**config.mk**
```make
export PLATFORM = sky130hd
export DESIGN_NAME = bit_stream_gen
export DESIGN_NICKNAME = d
export VERILOG_FILES = /design/src/rtl/bit_stream_gen.sv
export SDC_FILE = /design/constraint.sdc
export NUM_CORES = 1
export LEC_CHECK = 0
export CAP_MARGIN = 0
export CORE_MARGIN = 4
export CORE_UTILIZATION = 49
export DETAILED_ROUTE_END_ITERATION = 10
export GPL_ROUTABILITY_DRIVEN = 0
export PLACE_DENSITY = 0.8
export SETUP_SLACK_MARGIN = 0.4
export SLEW_MARGIN = 20
export SYNTH_ARGS = -nofsm -noshare
export SYNTH_HDL_FRONTEND = slang
export SYNTH_SLANG_ARGS = --single-unit
```
**constraint.sdc**
```tcl
create_clock -name clk -period 1.85 [get_ports clk]
set_input_delay 0.4625 -clock clk [delete_from_list [all_inputs] [get_ports clk]]
set_output_delay 0.4625 -clock clk [all_outputs]
set_load 0.005 [all_outputs]
```
**src/rtl/bit_stream_gen.sv**
```systemverilog
// Serial bit-stream generator: parallel word in over valid/ready, MSB-first bits out,
// each bit held CLK_DIV clocks, GAP idle clocks between words.
module bit_stream_gen #(
   parameter int unsigned WIDTH   = 8,
   parameter int unsigned CLK_DIV = 1,
   parameter int unsigned GAP     = 0
) (
   input  logic             clk,
   input  logic             rst_n,
   input  logic [WIDTH-1:0] data_in,
   input  logic             data_valid,
   output logic             data_ready,
   output logic             bit_out,
   output logic             bit_valid,
   output logic             busy,
   output logic             done
);

   localparam int unsigned BitW = $clog2(WIDTH);
   localparam int unsigned DivW = (CLK_DIV > 1) ? $clog2(CLK_DIV) : 1;
   localparam int unsigned GapW = (GAP > 1) ? $clog2(GAP) : 1;

   localparam logic [BitW-1:0] BitLoad = BitW'(WIDTH - 1);
   localparam logic [DivW-1:0] DivLoad = DivW'(CLK_DIV - 1);
   localparam logic [GapW-1:0] GapLoad = GapW'((GAP > 0) ? GAP - 1 : 0);

   typedef enum logic [1:0] {StIdle, StShift, StGap} state_e;

   state_e            state_q;
   logic [WIDTH-1:0]  shift_q;
   logic [BitW-1:0]   bit_cnt_q;
   logic [DivW-1:0]   div_q;
   logic [GapW-1:0]   gap_q;
   logic              ready_q;
   logic              bit_out_q;
   logic              valid_q;
   logic              busy_q;
   logic              done_q;

   // bit_out_q tracks the next MSB so every output stays a plain flop.
   always_ff @(posedge clk) begin
      if (!rst_n) begin
         state_q   <= StIdle;
         shift_q   <= '0;
         bit_cnt_q <= '0;
         div_q     <= '0;
         gap_q     <= '0;
         ready_q   <= 1'b1;
         bit_out_q <= 1'b0;
         valid_q   <= 1'b0;
         busy_q    <= 1'b0;
         done_q    <= 1'b0;
      end else begin
         done_q <= 1'b0;
         unique case (state_q)
            StIdle: begin
               if (data_valid && ready_q) begin
                  state_q   <= StShift;
                  shift_q   <= data_in;
                  bit_cnt_q <= BitLoad;
                  div_q     <= DivLoad;
                  ready_q   <= 1'b0;
                  bit_out_q <= data_in[WIDTH-1];
                  valid_q   <= 1'b1;
                  busy_q    <= 1'b1;
               end
            end
            StShift: begin
               if (div_q != '0) begin
                  div_q <= div_q - 1'b1;
               end else if (bit_cnt_q != '0) begin
                  shift_q   <= {shift_q[WIDTH-2:0], 1'b0};
                  bit_out_q <= shift_q[WIDTH-2];
                  bit_cnt_q <= bit_cnt_q - 1'b1;
                  div_q     <= DivLoad;
               end else begin
                  done_q    <= 1'b1;
                  valid_q   <= 1'b0;
                  bit_out_q <= 1'b0;
                  shift_q   <= '0;
                  if (GAP > 0) begin
                     state_q <= StGap;
                     gap_q   <= GapLoad;
                  end else begin
                     state_q <= StIdle;
                     ready_q <= 1'b1;
                     busy_q  <= 1'b0;
                  end
               end
            end
            StGap: begin
               if (gap_q != '0) begin
                  gap_q <= gap_q - 1'b1;
               end else begin
                  state_q <= StIdle;
                  ready_q <= 1'b1;
                  busy_q  <= 1'b0;
               end
            end
            default: begin
               state_q   <= StIdle;
               ready_q   <= 1'b1;
               bit_out_q <= 1'b0;
               valid_q   <= 1'b0;
               busy_q    <= 1'b0;
            end
         endcase
      end
   end

   assign data_ready = ready_q;
   assign bit_out    = bit_out_q;
   assign bit_valid  = valid_q;
   assign busy       = busy_q;
   assign done       = done_q;

endmodule

```
# After elaboration in Yosys (flattened, before gate mapping)

Index checks and enable logic that the tools add are counted.

Input bits: 11
Word-level logic and storage cells: 66
Bits in registers: 19
Output and inout port bits: 5

Bitwise logic cells: 3
Muxes and demuxes: 32
Add/subtract/negate cells: 3
Equality and inequality tests: 7
Reductions and logical operators: 11

Operators by type and width:

| cell                                                                  | count |
|---|---|
| 7-bit two-way mux                                                     | 3 |
| 1-bit two-way mux                                                     | 14 |
| 7-bit one-hot mux with 2 select lines                                 | 1 |
| 1-bit one-hot mux with 3 select lines                                 | 4 |
| 4-bit AND reduction                                                   | 3 |
| 2-bit inequality test, second input constant                          | 5 |
| 3-bit two-way mux                                                     | 3 |
| 2-bit two-way mux                                                     | 4 |
| 2-bit one-hot mux with 3 select lines                                 | 1 |
| 3-bit one-hot mux with 2 select lines                                 | 1 |
| 3-bit AND reduction                                                   | 2 |
| 1-bit NOT                                                             | 3 |
| 3-bit nonzero test                                                    | 1 |
| 3-bit OR reduction                                                    | 1 |
| 3-bit by 1-bit subtractor with 3-bit output, second input constant    | 1 |
| 2-bit by 1-bit equality test with 1-bit output, second input constant | 1 |
| 2-bit equality test, second input constant                            | 1 |
| 2-bit zero test                                                       | 1 |
| 1-bit one-hot mux with 2 select lines                                 | 1 |
| 2-bit AND reduction                                                   | 1 |
| 2-bit nonzero test                                                    | 1 |
| 1-bit subtractor, second input constant                               | 2 |
| 1-bit logical AND                                                     | 1 |

# Depth between registers and ports, before layout

Word-level depth: 4
Depth in mapped cells: 6

# Worst setup path after synthesis

Ideal clock, no wire load.

Path kind: register -> register
From: register bit_cnt_q[0]
To: register bit_cnt_q[0]
Library setup time: 116 ps
Stages on the path, launching flop included: 6
Data arrival time: 1022 ps
Data required time: 1734 ps
Path buffers: 0
Path slack: 712 ps
Cells stage by stage: dfxtp_1 -> inv_1 -> ha_1 -> nor2b_1 -> mux2i_2 -> o211a_1

Cells in the longest elaborated chain, start to end: 4

RTL lines:

| what                                        | line | source |
|---|---|---|
| start: declaration                          | 31   | `logic [BitW-1:0] bit_cnt_q;` |
| start signal: assignment                    | 60   | `bit_cnt_q <= BitLoad;` |
| start signal: assignment                    | 74   | `bit_cnt_q <= bit_cnt_q - 1'b1;` |
| 3-bit by 1-bit subtractor with 3-bit output | 74   |  |
| 3-bit two-way mux                           | 71   | `end else if (bit_cnt_q != '0) begin` |
| 3-bit two-way mux                           | 69   | `if (div_q != '0) begin` |
| 3-bit one-hot mux with 2 select lines       | 55   | `unique case (state_q)` |

Parallel ways exist; a longest one is shown, timed or not. The select of a mux whose other input is x is not followed.
A chain may end at the register's enable or synchronous reset.

# Final worst setup path

From: register valid_q, in the netlist bit_valid
To: output bit_valid

RTL lines:

| what                     | line | source |
|---|---|---|
| start: declaration       | 36   | `logic valid_q;` |
| start signal: assignment | 50   | `valid_q <= 1'b0;` |
| start signal: assignment | 64   | `valid_q <= 1'b1;` |
| start signal: assignment | 78   | `valid_q <= 1'b0;` |
| end: declaration         | 14   | `output logic bit_valid,` |

No word-level cell between the ends.

==> summary.md <==
| Metric | Value |
|---|---|
| Status | finished clean |
| # diodes | 0 |
| Share of layout cells above drive strength 1 | 11.6% |
| Commonest cells in the netlist | 14 x dfxtp_1, 9 x nand3_1, 7 x a21oi_1, 7 x o21ai_0, 7 x o21bai_1 |
| Syn avg cell area | 9.21 µm² |
| Cell variety after synth | 22 |
| Area Overhead vs Synth | 29.7% |
| Vias | approximately 550 |
| Max-cap viol count | 0 |
| Final Setup Violations | 0 |
| Final Hold Fails | 0 |
| Top cell family by delay on the critical path | flip-flops |
| DRT iter0 DRCs | 12 |
| Fillers | 103 |
| Post-DP HPWL | 866 µm |
| Die H | 44.3 µm |
| RSZ-0062 raised after global routing | false |
| Rel. slew slack | 72.2% |
| Vias in the first global route | between 500 and 600 |
| Total clock sinks | 14 |
| Pre-antenna DRT Iters | 4 |
| Worst path bufs/invs | 1 |
| Worst-skew pair later-pin latency | 0.28 ns |
| Netlist area before placement | 644 µm² |
| Multi-input logic area | 327 µm² |
| Grt ovf | 0 |
| Worst Setup Start Kind | flop |
| Period utilisation layout | between 70 and 80% |
| Syn_nets | 83 |
| DR top layer | met4 |
| Post-synth top area share | approximately 43% |
| TNS Setup | 0 ns |
| Worst endpoint data arrival time | 0.87 ns |
| Syn Inst Count | 70 |
| CP max stage cell | dfxtp_2 |
| H-tree depth | 1 |
| Synth top area cells | dfxtp_1 43%, o21bai_1 8.2%, nand3_1 7.0%, a21oi_1 5.4%, o21ai_0 5.4% |
| EDFF count, synth | 0 |
| Via-per-instance ratio | between 5 and 6 |
| Hold Buf Count CTS | 0 |
| FF-to-FF setup slack | 0.58 ns |
| Die area | 1960 µm² |
| Root Buffer | clkbuf_4 |
| I/O pins | 16 |
| Async set or reset register ratio after synthesis | 0% |
| Worst endpoint required time | 1.39 ns |
| LEAKAGE | between 0.3 and 0.4 nW |
| Crit Path Class | reg -> out |
| CTS tree | yes |
| Worst setup margin | 0.513 ns |
| Final wirelength | 1290 µm |
| Skew final | ~0.011 ns |
| Met3 routed WL | 104 µm |
| Clock edge transition at the registers on the reported setup and hold paths | 0.09 ns |
| Critical-path cell list | dlygate4sd2_1 |
| Slowest Stage Delay on Critical Path | 0.33 ns |
| DRC | 0 |
| Slew @ Worst Pin | just over 0.4 ns |
| Num rows | 12 |
| Post-route ant nets | 0 |
| Flops & latches, synth | 14 |
| Maximum vdd drop | 0.836 mV |
| Hold Path Class | reg -> reg |
| M1 WL | 582 µm |
| Layout net count | 100 |
| Max-slew violation count | 0 |
| F_max | ~750 MHz |
| IO Port Bufs | 15 |
| Die W | approximately 44 µm |
| First-pass GRT wire length | between 2000 and 2500 µm |
| Initial Util | 55.0% |
| Largest net degree at the start of global routing | 23 |
| Worst-path maximum fanout | 3 |
| DR WL/cell | ~13 µm |
| Num CTS Buffers | 3 |
| Initial antenna violation count | 0 |
| All-Layer GR Usage | 15.2% |
| Pre-CTS setup slack | 0.236 ns |
| Crit end category | output pin |
| Core ar. | 1170 µm² |
| Count leader, synth | dfxtp_1 |
| Area leader, netlist | dfxtp_1 |
| Clk buf depth | 2 |
| Final worst path period need | roughly 1.3 ns |
| Seq. cell area | 285 µm² |
| Yosys warning total | 0 |
| Sequential share of the synthesized area | 43.5% |
| Pwr Density | between 900 and 1000 nW/µm² |
| Most used flip-flop cell after synthesis | dfxtp_1 |
| Met2 wire len | about 580 µm |
-- sequential cells by signal (all words and copies together) (netlist names) --
signal and count:
done 1, bit_valid 1, data_ready 1, shift_q 7, bit_cnt_q 3, bit_out 1
-- where the power goes --
group	switching, mW	internal (mW)
clock	0.0964	0.120
combinational	0.109	0.105
sequential	0.0216	0.344
-- final timing paths --
path                     start  cells after the start      endpoint
hold / removal      shift_q[2]                      2    shift_q[3]
hold reg to reg     shift_q[2]                      2    shift_q[3]
setup reg to reg  bit_cnt_q[0]                      5  bit_cnt_q[1]
setup / recovery     bit_valid                      1     bit_valid
-- what timing repair did --
action                     4_1_cts  5_1_grt
setup buffers                    1        0
setup endpoints to repair        5        1
resized for setup                7        1
pin swaps                        0        0
-- logic make-up after synthesis --
group,count (synthesis),synth area share (%)
mux,2,3.69
simple gates,18,15.9
flops,14,43.5
fa+ha+maj,2,3.88
buf+inv,7,5.82
xor+xnor,1,1.36
compound gates,26,25.8
-- metal layers --
layer  global-route usage [%]  up-vias
li1                         -      280
met1                     17.8      251
met2                     24.1       19
met3                     7.32        4
met4                     5.42        0
met5                        0        -
-- cell type report --
| type | instances | share of cell area [%] |
|---|---|---|
| Inverter | 2 | 0.898 |
| Tap cell | 14 | 2.10 |
| Sequential cell | 14 | 34.1 |
| Multi-Input combinational cell | 49 | 39.1 |
| Clock buffer | 4 | 4.34 |
| Timing Repair Buffer | 17 | 19.5 |
-- worst min-delay path: cells and delay by family, from the launching register on --
family | cells | cell delay (ns)
AND/OR/NAND/NOR | 1 | 0.06
flip-flops | 1 | 0.32
AO/OA/AOI/OAI | 1 | 0.05
-- cell usage in the layout, fill, tap and decap left out --
cell and n:
and3_1 1, mux2i_2 1, nand2_4 1, nand2_1 2
dlygate4sd2_1 4, buf_4 2, dfxtp_1 12, and2_1 1
a21oi_1 7, nand2b_1 1, dfxtp_2 1, ha_1 2
mux2i_1 1, o211a_1 3, xnor2_1 1, a21o_1 1
inv_1 2, dfxtp_4 1, o22ai_1 1, clkbuf_4 3
clkbuf_8 1, nand3_1 9, dlymetal6s2s_1 1, o21bai_1 7
o21ai_0 7, clkdlybuf4s50_1 10, nor2b_1 2, nor3b_1 1
-- metrics by stage --
step                power [mW]  instance area [µm²]  std cells  utilization (%)  hold WS, ns
floorplan                0.521                  644         70                -        0.438
finish                   0.797                  836        100             71.4        0.473
CTS                      0.806                  833        100             71.2        0.478
global placement         0.584                  790         95             67.4        0.453
global route             0.848                  836        100             71.4        0.489
detailed placement       0.589                  790         95             67.4        0.467
(Power assumes the default switching activity.)
